### config.mk
export PLATFORM = sky130hd
export DESIGN_NAME = sm_dmem_arbiter
export DESIGN_NICKNAME = d
export VERILOG_FILES = /design/src/rtl/sm_dmem_arbiter_pkg.sv /design/src/rtl/sm_dmem_arbiter_sat_counter.sv /design/src/rtl/sm_dmem_arbiter.sv
export SDC_FILE = /design/constraint.sdc
export NUM_CORES = 1
export LEC_CHECK = 0
export ABC_AREA = 1
export BUFFER_PORTS_ARGS = -buffer_cell sky130_fd_sc_hd__buf_2
export CORE_AREA = 8 8 134 136
export CTS_BUF_LIST = sky130_fd_sc_hd__clkbuf_4 sky130_fd_sc_hd__clkbuf_8 sky130_fd_sc_hd__clkbuf_16
export DETAILED_ROUTE_END_ITERATION = 8
export DIE_AREA = 0 0 142 144
export PLACE_DENSITY = 0.78
export SYNTH_ARGS = -nofsm -noshare
export SYNTH_HDL_FRONTEND = slang
export SYNTH_SLANG_ARGS = --single-unit
### constraint.sdc
create_clock -name clk -period 2.1 [get_ports clk]
set_clock_uncertainty 0.2 [all_clocks]
set_input_delay 0.21 -clock clk [delete_from_list [all_inputs] [get_ports clk]]
set_output_delay 0.21 -clock clk [all_outputs]
set_load 0.05 [all_outputs]
### src/rtl/sm_dmem_arbiter_pkg.sv
// Shared types and defaults for the two-core data-memory arbiter.
package sm_dmem_arbiter_pkg;

  // Default width of the saturating statistics counters.
  localparam int unsigned SmArbCntW = 16;

  // Arbiter FSM states (2-bit encoding).
  typedef enum logic [1:0] {
    SM_ARB_IDLE   = 2'd0,
    SM_ARB_SERVE0 = 2'd1,
    SM_ARB_SERVE1 = 2'd2
  } arbState_e;

  // Maps a port number onto the state that serves it.
  function automatic arbState_e serveState(input logic port);
    return port ? SM_ARB_SERVE1 : SM_ARB_SERVE0;
  endfunction

endpackage

### src/rtl/sm_dmem_arbiter_sat_counter.sv
// Saturating up-counter used for the arbiter's debug statistics.
module sm_sat_counter #(
  parameter int unsigned W = 16
) (
  input  logic         clk,
  input  logic         rst_n,
  input  logic         inc,
  output logic [W-1:0] q
);

  logic [W-1:0] count_q;

  // Count up on inc, holding at the all-ones value instead of wrapping.
  always_ff @(posedge clk or negedge rst_n) begin
    if (!rst_n) begin
      count_q <= '0;
    end else if (inc && (count_q != {W{1'b1}})) begin
      count_q <= count_q + W'(1);
    end
  end

  assign q = count_q;

endmodule

### src/rtl/sm_dmem_arbiter.sv
// Round-robin arbiter sharing one single-port data RAM between two cores.
module sm_dmem_arbiter
  import sm_dmem_arbiter_pkg::*;
#(
  parameter int unsigned CNT_W      = SmArbCntW,
  parameter int unsigned FIRST_PRIO = 0
) (
  input  logic             clk,
  input  logic             rst_n,
  input  logic             req0,
  input  logic [31:0]      addr0,
  input  logic             we0,
  input  logic [31:0]      wdata0,
  output logic [31:0]      rdata0,
  output logic             ready0,
  input  logic             req1,
  input  logic [31:0]      addr1,
  input  logic             we1,
  input  logic [31:0]      wdata1,
  output logic [31:0]      rdata1,
  output logic             ready1,
  output logic [31:0]      mAddr,
  output logic             mWe,
  output logic [31:0]      mWData,
  input  logic [31:0]      mRData,
  output logic [CNT_W-1:0] accCnt0,
  output logic [CNT_W-1:0] accCnt1,
  output logic [CNT_W-1:0] waitCnt0,
  output logic [CNT_W-1:0] waitCnt1
);

  // Reset pretends the other port was granted last, so FIRST_PRIO wins first.
  localparam logic LastGrantRst = (FIRST_PRIO == 0) ? 1'b1 : 1'b0;

  arbState_e state_q, state_d;
  logic      lastGrant_q, lastGrant_d;

  // State and round-robin pointer registers.
  always_ff @(posedge clk or negedge rst_n) begin
    if (!rst_n) begin
      state_q     <= SM_ARB_IDLE;
      lastGrant_q <= LastGrantRst;
    end else begin
      state_q     <= state_d;
      lastGrant_q <= lastGrant_d;
    end
  end

  // Next-state selection and memory/port muxing driven by the current state.
  always_comb begin
    state_d     = state_q;
    lastGrant_d = lastGrant_q;
    mAddr       = '0;
    mWe         = 1'b0;
    mWData      = '0;
    ready0      = 1'b0;
    ready1      = 1'b0;
    rdata0      = '0;
    rdata1      = '0;
    case (state_q)
      SM_ARB_IDLE: begin
        if (req0 && req1) begin
          state_d = serveState(~lastGrant_q);
        end else if (req0) begin
          state_d = SM_ARB_SERVE0;
        end else if (req1) begin
          state_d = SM_ARB_SERVE1;
        end
      end
      SM_ARB_SERVE0: begin
        mAddr       = addr0;
        mWData      = wdata0;
        mWe         = we0 & req0;
        ready0      = 1'b1;
        rdata0      = mRData;
        lastGrant_d = 1'b0;
        if (req1) begin
          state_d = SM_ARB_SERVE1;
        end else if (req0) begin
          state_d = SM_ARB_SERVE0;
        end else begin
          state_d = SM_ARB_IDLE;
        end
      end
      SM_ARB_SERVE1: begin
        mAddr       = addr1;
        mWData      = wdata1;
        mWe         = we1 & req1;
        ready1      = 1'b1;
        rdata1      = mRData;
        lastGrant_d = 1'b1;
        if (req0) begin
          state_d = SM_ARB_SERVE0;
        end else if (req1) begin
          state_d = SM_ARB_SERVE1;
        end else begin
          state_d = SM_ARB_IDLE;
        end
      end
      default: begin
        state_d = SM_ARB_IDLE;
      end
    endcase
  end

  sm_sat_counter #(.W(CNT_W)) uAccCnt0 (
    .clk   (clk),
    .rst_n (rst_n),
    .inc   (req0 & ready0),
    .q     (accCnt0)
  );

  sm_sat_counter #(.W(CNT_W)) uAccCnt1 (
    .clk   (clk),
    .rst_n (rst_n),
    .inc   (req1 & ready1),
    .q     (accCnt1)
  );

  sm_sat_counter #(.W(CNT_W)) uWaitCnt0 (
    .clk   (clk),
    .rst_n (rst_n),
    .inc   (req0 & ~ready0),
    .q     (waitCnt0)
  );

  sm_sat_counter #(.W(CNT_W)) uWaitCnt1 (
    .clk   (clk),
    .rst_n (rst_n),
    .inc   (req1 & ~ready1),
    .q     (waitCnt1)
  );

endmodule

=== Word level (Yosys, flattened, before mapping) ===
Index checks and enable logic that the tools add are counted.

* Register bits after elaboration: 67
* Input port bits: 166
* Output and inout port bits: 195
* Logic and storage cells: 49

* Add/sub/neg operators: 4
* Equality and inequality tests: 7
* Mux-type cells: 17
* Bitwise operators: 8
* Reductions and logical operators: 7

{| class="wikitable"
|+ Operators with widths
! cell !! count
|-
| one-hot mux 32 bit (2 select lines) || 2
|-
| adder 16 x 1 -> 16 bit (second input constant) || 4
|-
| 2-to-1 mux 32 bit || 2
|-
| inequality test 16 bit (second input constant) || 4
|-
| 2-to-1 mux 2 bit || 7
|-
| AND 1 bit || 6
|-
| one-hot mux 2 bit (3 select lines) || 1
|-
| logical AND 1 bit || 5
|-
| inequality test 4 bit (second input constant) || 1
|-
| one-hot mux 1 bit (2 select lines) || 2
|-
| 2-to-1 mux 1 bit || 3
|-
| equality test 2 x 1 -> 1 bit (second input constant) || 1
|-
| equality test 2 bit (second input constant) || 1
|-
| logical NOT 2 bit || 1
|-
| NOT 1 bit || 2
|-
| nonzero test 2 bit || 1
|}

=== Logic depth before layout (Yosys ltp) ===
Gate-level depths: netlist of the first run.

* Depth in word-level cells: 5
* Gate-level depth with buffers: 11
* Gate-level depth less buffers: 11

=== Hierarchy ===
From an unflattened synthesis of the first run, not the netlist that was laid out.

* Cells, all modules: 992
* Area, all modules: 6495.0 µm²

{| class="wikitable"
|+ By module, submodules not included
! module !! instances !! cells an instance !! area each (µm²) !! seq. area each (µm²)
|-
| sm_sat_counter || 4 || 149 || 1058.5 || 400.4
|-
| sm_dmem_arbiter || 1 || 396 || 2260.9 || 76.3
|}

=== Worst setup path before layout of the first run ===
No wires, ideal clock.

* Path type: register to output
* From: register state_q[0]
* To: output port mAddr[0]
* Arrival time: 2.340 ns
* Slack: -0.650 ns
* Stages on the path, launching flop included: 7
* Path buffers: 2
* Cells stage by stage: dfrtp_1 > inv_1 > ha_1 > buf_2 > buf_2 > nand2_1 > a21oi_1

* Cells in the longest elaborated chain, start to end: 2
* Elaborated cells between the ends (all ways): 3

{| class="wikitable"
|+ Ends and longest elaborated chain
! element !! line !! source
|-
| start, declared || sm_dmem_arbiter.sv:35 || <nowiki>arbState_e state_q, state_d;</nowiki>
|-
| start signal, assigned || sm_dmem_arbiter.sv:44 || <nowiki>state_q <= state_d;</nowiki>
|-
| equality test 2 bit / equality test 2 x 1 -> 1 bit (equally long branches) || sm_dmem_arbiter.sv:60 || <nowiki>case (state_q)</nowiki>
|-
| one-hot mux 32 bit (2 select lines) * || sm_dmem_arbiter.sv:60 ||
|-
| end, declared || sm_dmem_arbiter.sv:22 || <nowiki>output logic [31:0] mAddr,</nowiki>
|}

Every way passes the cells marked *; elsewhere a longest branch is shown, timed or not.

=== Worst setup path in the final report of the first run ===
* From: register state_q[0]
* To: output port mWData[3]

* Cells in the longest elaborated chain, start to end: 2
* Elaborated cells between the ends (all ways): 3

{| class="wikitable"
|+ Ends and longest elaborated chain
! element !! line !! source
|-
| equality test 2 bit / equality test 2 x 1 -> 1 bit (equally long branches) || sm_dmem_arbiter.sv:60 ||
|-
| one-hot mux 32 bit (2 select lines) * || sm_dmem_arbiter.sv:60 ||
|-
| end, declared || sm_dmem_arbiter.sv:24 || <nowiki>output logic [31:0] mWData,</nowiki>
|}

Marked as above.

==> flow_summary_export.csv, run 1 <==
group,metric,value,unit
outcome,outcome,"finished with violations",
outcome,violations_in_the_final_reports,"negative setup slack",
grt,grt_max_degree,68,
timing,finalWorstSetupSlack,-0.120,ns
power_and_ir_drop,p_per_area,1630,mW/mm²
die,floorplan.initialDensity,35.4,%
power_and_ir_drop,totalPowerFinal,16.3,mW
logic_synthesis,number_of_synthesized_register_bits,67,
power_and_ir_drop,ir_worst_vdd,0.00107,V
placement,place.detailed.instances,1526,
timing,final-max-slew-violation-count,0,
run,drv.max_cap_violation_count,0,
logic_synthesis,count_of_distinct_cell_types_in_the_synthesized_netlist,29,
timing,timing.hold.ws,0.0114,ns
power_and_ir_drop,power.switching_fraction,55.8,%
logic_synthesis,synth.yosys.seq_area_share,29.5,%
timing,max_freq,0.451,GHz
placement,post_place_setup_slack,0.0489,ns
die,die_y,144,µm
critical_path,setup.worst_path.class,"reg -> out",
clock_tree,clock_sink_count,67,
layout,non_filler_cells_final,1567,
critical_path,reg2reg_from,"state_q[0]",
detailed_routing,iteration_0_drc_markers,434,
grt,grt_usage,25.2,%
power_and_ir_drop,leak,5.23,nW
detailed_routing,remaining_drc_errors,0,
layout,layout.nets,1518,
clock_tree,cts_tree,"yes",
die,io-pin-count,361,
critical_path,regToRegEndpoint,"state_q[1]",
die,die_area,0.0204,mm²
detailed_routing,vias,7734,
layout,syn_to_final_growth,76.2,%
critical_path,setup.worst_path.start_class,"register",
grt,vias_in_the_first_global_route,7632,
power_and_ir_drop,power_frac_clock,9.5,%
detailed_routing,vias_per_cell,4.94,
logic_synthesis,synth_warnings,0,
grt,first_pass_grt_wire_length,40.5,mm
detailed_routing,ant_nets,0,
layout,utilization,62.4,%
worst_hold_path,origin_of_the_worst_min_delay_path,"req0",
critical_path,worst_ep_arrival_time,1.81,ns
die,std_cell_rows,47,
clock_tree,worst_skew_pair.late_latency,0.34,ns
detailed_routing,routed_wire_length_per_instance,17.4,µm
timing,final-setup-viol-count,78,
power_and_ir_drop,power.share.combinational,78.8,%
critical_path,ff2ff_setup_slack,0.17,ns
critical_path,critical_path_required,1.69,ns
grt,initial_antenna_violation_count,6,
detailed_routing,finalWirelength,27.3,mm
clock_tree,clock_tree.buffer_depth,2,
placement,place_congestion,0.925,
logic_synthesis,mappedNetlistNets,1137,
placement,numPortBuffers,360,
worst_hold_path,depth_of_the_worst_hold_timing_path,3,
critical_path,number_of_cells_on_the_worst_reg_to_reg_path,8,
power_and_ir_drop,seqPwrFrac,11.7,%
timing,timing_hold_violations_final,0,
power_and_ir_drop,power.switching,9.09,mW
clock_tree,clock_buffer_count_from_cts,9,
logic_synthesis,synthesis.area_per_instance,5.91,µm²
clock_tree,ctsHtreeMaxLevel,3,
logic_synthesis,synth_area,0.00568,mm²
timing,fraction_of_the_cycle_the_final_worst_path_needs,106,%
layout,layout-drive-gt1-share,41.5,%
timing,layout_min_cycle_time,2.22,ns
timing,grt_setup_unrepaired,"true",
grt,grt_ovf,0,
die,core_area,0.0161,mm²
critical_path,worst-path-max-fanout,9,
timing,slew-limit-headroom,74.9,%
power_and_ir_drop,p_int,7.22,mW
logic_synthesis,synthesis.instances,961,
die,die_width,142,µm
clock_tree,cts-root-buf,"sky130_fd_sc_hd__clkbuf_16",
placement,detailed_place_hpwl,19.3,mm
critical_path,cp-end-kind,"output port",
worst_hold_path,timing.hold.worst_endpoint,"state_q[0]",
worst_hold_path,hold_removal_path_class,"in -> reg",
timing,max_slew.worst_pin.slew,0.377,ns
clock_tree,clk_pin_slew,0.05,ns
detailed_routing,drt-pass1-iter-count,7,
[how the worst max path moves through the flow]
stage                     slack [ns]         end  startpoint  depth (start not counted)
after floorplan                -0.20   mAddr[10]  state_q[0]                          6
after global placement          0.11  mWData[19]  state_q[1]                          6
after detailed placement        0.05  mWData[19]  state_q[1]                          6
after CTS                      -0.11  mWData[10]  state_q[1]                          6
after global routing           -0.18   mWData[3]  state_q[0]                          7
final                          -0.12   mWData[3]  state_q[0]                          7
[layout by cell type (no fill, tap or decap), types with 14 or more instances in the layout]
master and instances:
sky130_fd_sc_hd__buf_2 233, sky130_fd_sc_hd__nand3_1 33, sky130_fd_sc_hd__nand4_1 19, sky130_fd_sc_hd__o21ai_0 14
sky130_fd_sc_hd__nand2_2 29, sky130_fd_sc_hd__inv_1 114, sky130_fd_sc_hd__buf_4 21, sky130_fd_sc_hd__xnor2_1 20
sky130_fd_sc_hd__buf_8 19, sky130_fd_sc_hd__nor2_1 61, sky130_fd_sc_hd__dfrtp_1 66, sky130_fd_sc_hd__clkbuf_4 34
sky130_fd_sc_hd__nand2_1 427, sky130_fd_sc_hd__buf_6 73, sky130_fd_sc_hd__a21oi_2 31, sky130_fd_sc_hd__a21oi_4 34
[power by group through the flow]
stage | Clock [mW] | Combinational, mW | Sequential (mW)
final | 1.54 | 12.9 | 1.92
after global routing | 1.61 | 13.5 | 1.97
after CTS | 1.56 | 12.2 | 1.91
after detailed placement | 0 | 9.63 | 1.93
after global placement | 0 | 9.53 | 1.92
after floorplan | 0 | 6.37 | 2.65
[cells in the mapped netlist (all sizes together)]
cell type	count	share of area, %
clkinv	1	0.066
o21ai	26	2.8
xnor2	20	3.1
clkbuf	14	0.92
o22ai	1	0.11
buf	22	2.6
dfstp	1	0.46
a21oi	68	6.0
nand3	34	3.1
inv	128	8.5
nor2	77	6.1
ha	10	2.2
xor2	8	1.2
nand2	458	31
nand4	19	2.1
nand3b	5	0.66
nor3	3	0.26
dfrtp	66	29
[logic make-up (layout without fill, tap and decap cells)]
group,count (synthesis),in the layout,synth area share (%)
AOI/OAI and AO/OA,95,95,8.85
xor gates and xnor gates,28,28,4.32
adders and majority gates,10,10,2.20
buffers and inverters,165,550,12.0
DFF,67,67,29.5
other,0,1,0
and+or+nand+nor,596,596,43.1
[sequential cells by signal, indices dropped and copies added, names as in the netlist]
| name | cells |
|---|---|
| uAccCnt0.q | 16 |
| state_q | 2 |
| lastGrant_q | 1 |
| uWaitCnt1.q | 16 |
| uAccCnt1.q | 16 |
| uWaitCnt0.q | 16 |
[through the flow]
step / instance area, µm² / setup TNS [ns]
2_1_floorplan: 6120 / -8.49
3_3_place_gp: 8310 / 0
3_5_place_dp: 8310 / 0
4_1_cts: 9690 / -3.89
5_1_grt: 10000 / -11.67
6_report: 10000 / -5.77
[worst max-delay path, stage by stage, from the launching register on]
cell and delay (ns):
sky130_fd_sc_hd__dfrtp_1 0.36, sky130_fd_sc_hd__inv_2 0.08, sky130_fd_sc_hd__buf_6 0.12, sky130_fd_sc_hd__ha_4 0.31, sky130_fd_sc_hd__inv_12 0.09, sky130_fd_sc_hd__buf_16 0.16
sky130_fd_sc_hd__a21oi_4 0.18, sky130_fd_sc_hd__buf_12 0.17
[cell type report]
cell class              count  area [µm²]
fillers                  1304        6040
repair buffers            406        3340
well taps                 220         275
diodes                      1        2.50
multi-input cells         729        3920
flip-flops and latches     67        1680
inverters                 129         499
clock buffers              13         268
clock inverters             2        35.0
[repair_timing]
action | CTS | global route
hold buffers | 1 | 0
pin swaps | 2 | 5
resized for setup | 217 | 82
hold endpoints to repair | 66 | 0
buffers inserted | 10 | 2
setup endpoints to repair | 100 | 130
gates cloned | 10 | 3
[metal layers]
| metal | wire length (µm) | global-route usage (%) | up-vias |
|---|---|---|---|
| met5 | 36 | 0 | - |
| met4 | 735 | 9.50 | 6 |
| met3 | 2520 | 7.49 | 64 |
| met2 | 13700 | 43.1 | 363 |
| met1 | 10300 | 29.0 | 3599 |
| li1 | - | - | 3702 |
(Power assumes the default switching activity.)
==> run 2: changes to the inputs <==
--- a/config.mk
+++ b/config.mk
@@ -7,10 +7,10 @@
 export LEC_CHECK = 0
 export ABC_AREA = 1
 export BUFFER_PORTS_ARGS = -buffer_cell sky130_fd_sc_hd__buf_2
-export CORE_AREA = 8 8 134 136
+export CORE_MARGIN = 8
+export CORE_UTILIZATION = 36
 export CTS_BUF_LIST = sky130_fd_sc_hd__clkbuf_4 sky130_fd_sc_hd__clkbuf_8 sky130_fd_sc_hd__clkbuf_16
 export DETAILED_ROUTE_END_ITERATION = 8
-export DIE_AREA = 0 0 142 144
 export PLACE_DENSITY = 0.78
 export SYNTH_ARGS = -nofsm -noshare
 export SYNTH_HDL_FRONTEND = slang
==> run 2 against run 1 <==
Compared with the run above: the flow still finishes with violations (negative setup slack); critical endpoint is now mWData[24]; utilization increased by 3.6 points; clock power grew 8%; highest routed layer unchanged; hold slack gained 0.043 ns; wire length grew 13%; largest cell class unchanged; combinational power is essentially flat.
==> flow_summary_export.csv, run 2 (same netlist as run 1, synthesis figures left out) <==
group,metric,value,unit
detailed_routing,met3_wirelength,2.96,mm
run,drv.max_cap_violation_count,0,
grt,initial_antenna_violation_count,7,
detailed_routing,routed_wire_length_per_instance,19.6,µm
timing,final-setup-viol-count,67,
placement,numPortBuffers,360,
detailed_routing,ant_nets,0,
power_and_ir_drop,ir_worst_vdd,0.00110,V
clock_tree,clock_sink_count,67,
die,io-pin-count,361,
placement,place_congestion,0.939,
critical_path,ff2ff_setup_slack,0.08,ns
worst_hold_path,hold_removal_path_class,"in -> reg",
critical_path,worst-path-max-fanout,6,
layout,non_filler_cells_final,1574,
clock_tree,cts-root-buf,"sky130_fd_sc_hd__clkbuf_16",
timing,fraction_of_the_cycle_the_final_worst_path_needs,105,%
detailed_routing,remaining_drc_errors,0,
timing,max_slew.worst_pin.slew,0.396,ns
grt,vias_in_the_first_global_route,7539,
die,core_area,0.0157,mm²
layout,layout.nets,1526,
clock_tree,clock_tree.buffer_depth,2,
timing,slew-limit-headroom,73.6,%
outcome,violations_in_the_final_reports,"negative setup slack",
detailed_routing,drt-pass1-iter-count,5,
clock_tree,clock_buffer_count_from_cts,9,
die,std_cell_rows,46,
critical_path,cp-end-kind,"output port",
placement,detailed_place_hpwl,20.8,mm
critical_path,setup.worst_path.start_class,"register",
die,die_width,142,µm
layout,utilization,66.0,%
timing,grt_setup_unrepaired,"true",
placement,place.detailed.instances,1522,
layout,mostFrequentLayoutCell,"sky130_fd_sc_hd__nand2_1",
clock_tree,clk_pin_slew,0.05,ns
detailed_routing,topRoutingLayerUsed,"met5",
clock_tree,ctsHtreeMaxLevel,3,
timing,final-max-slew-violation-count,0,
critical_path,regToRegEndpoint,"uWaitCnt0.q[13]",
detailed_routing,m1WireLength,10.5,mm
layout,layout-drive-gt1-share,45.2,%
detailed_routing,iteration_0_drc_markers,538,
grt,grt_usage,26.0,%
critical_path,critical_path_required,1.69,ns
die,die_area,0.0201,mm²
critical_path,worst_ep_arrival_time,1.80,ns
detailed_routing,detailroute.wirelength.met2,15.8,mm
worst_hold_path,timing.hold.worst_endpoint,"state_q[1]",
detailed_routing,vias_per_cell,5.06,
power_and_ir_drop,p_per_area,1620,mW/mm²
critical_path,setup.worst_path.class,"reg -> out",
timing,timing.hold.ws,0.0547,ns
critical_path,reg2reg_from,"state_q[0]",
clock_tree,worst_skew_pair.late_latency,0.34,ns
detailed_routing,vias,7964,
power_and_ir_drop,leak,5.46,nW
layout,final.fill_count,1274,
clock_tree,cts_tree,"yes",
timing,max_freq,0.452,GHz
worst_hold_path,depth_of_the_worst_hold_timing_path,4,
layout,layout_common_cells,"sky130_fd_sc_hd__nand2_1, sky130_fd_sc_hd__buf_2, sky130_fd_sc_hd__buf_6",
timing,timing_hold_violations_final,0,
outcome,outcome,"finished with violations",
layout,register_area,0.00168,mm²
grt,first_pass_grt_wire_length,40.4,mm
layout,syn_to_final_growth,81.8,%
die,die_y,142,µm
worst_hold_path,origin_of_the_worst_min_delay_path,"req1",
grt,grt_ovf,0,
die,floorplan.initialDensity,36.3,%
grt,grt_max_degree,68,
timing,finalWorstSetupSlack,-0.110,ns
detailed_routing,finalWirelength,30.9,mm
timing,fin_setup_tns,-3.85,ns
critical_path,number_of_cells_on_the_worst_reg_to_reg_path,11,
timing,layout_min_cycle_time,2.21,ns
layout,area_of_the_multi_input_gates,0.00408,mm²
[run 2: worst max-delay path by stage]
stage                          start         end  slack [ns]
final                     state_q[1]  mWData[24]       -0.11
after global routing      state_q[0]   mAddr[13]       -0.15
after CTS                 state_q[0]  mWData[25]       -0.08
after detailed placement  state_q[1]   mAddr[11]        0.06
after global placement    state_q[1]   mAddr[10]         0.1
after floorplan           state_q[0]   mAddr[10]       -0.20
[run 2: repair_timing]
item	in CTS	in global routing
endpoints found under the hold margin	67	0
setup buffers	7	8
gates resized for setup	176	236
hold buffers	1	0
endpoints found under the setup margin	126	140
pin swaps	13	28
gates cloned	3	16
[run 2: layout make-up]
| class | count | area share [%] |
|---|---|---|
| repair buffers | 414 | 33.6 |
| clock buffers | 11 | 2.45 |
| clock inverters | 4 | 0.715 |
| diodes | 4 | 0.0969 |
| inverters | 129 | 4.78 |
| multi-input cells | 729 | 39.5 |
| well taps | 216 | 2.62 |
| flip-flops and latches | 67 | 16.2 |
[run 2: per-stage QoR]
stage | power (mW) | setup slack [ns] | area, µm²
after detailed placement | 11.6 | 0.0567 | 8290
after CTS | 14.8 | -0.0795 | 9310
after global placement | 11.5 | 0.0966 | 8290
after floorplan | 9.03 | -0.197 | 6120
final | 16.7 | -0.110 | 10300
after global routing | 17.3 | -0.151 | 10300
[run 2: critical path, cell delays in order, from the launching register on]
cell and delay, ns:
sky130_fd_sc_hd__dfrtp_1 0.40, sky130_fd_sc_hd__inv_2 0.13, sky130_fd_sc_hd__ha_4 0.20, sky130_fd_sc_hd__buf_12 0.15, sky130_fd_sc_hd__buf_12 0.14, sky130_fd_sc_hd__nand2_1 0.11, sky130_fd_sc_hd__a21oi_4 0.16, sky130_fd_sc_hd__buf_8 0.16
[run 2: power breakdown]
part           internal [mW]  switching (mW)  total (mW)  leakage, nW
logic                   4.66            8.46        13.1         4.39
registers               1.55           0.390        1.94        0.900
clock network           1.10           0.568        1.66        0.162
[run 2: routing by layer]
| layer | vias to the layer above | track usage [%] |
|---|---|---|
| li1 | 3723 | - |
| met1 | 3679 | 26.5 |
| met2 | 439 | 47.1 |
| met3 | 117 | 8.47 |
| met4 | 6 | 12.4 |
| met5 | - | 0 |
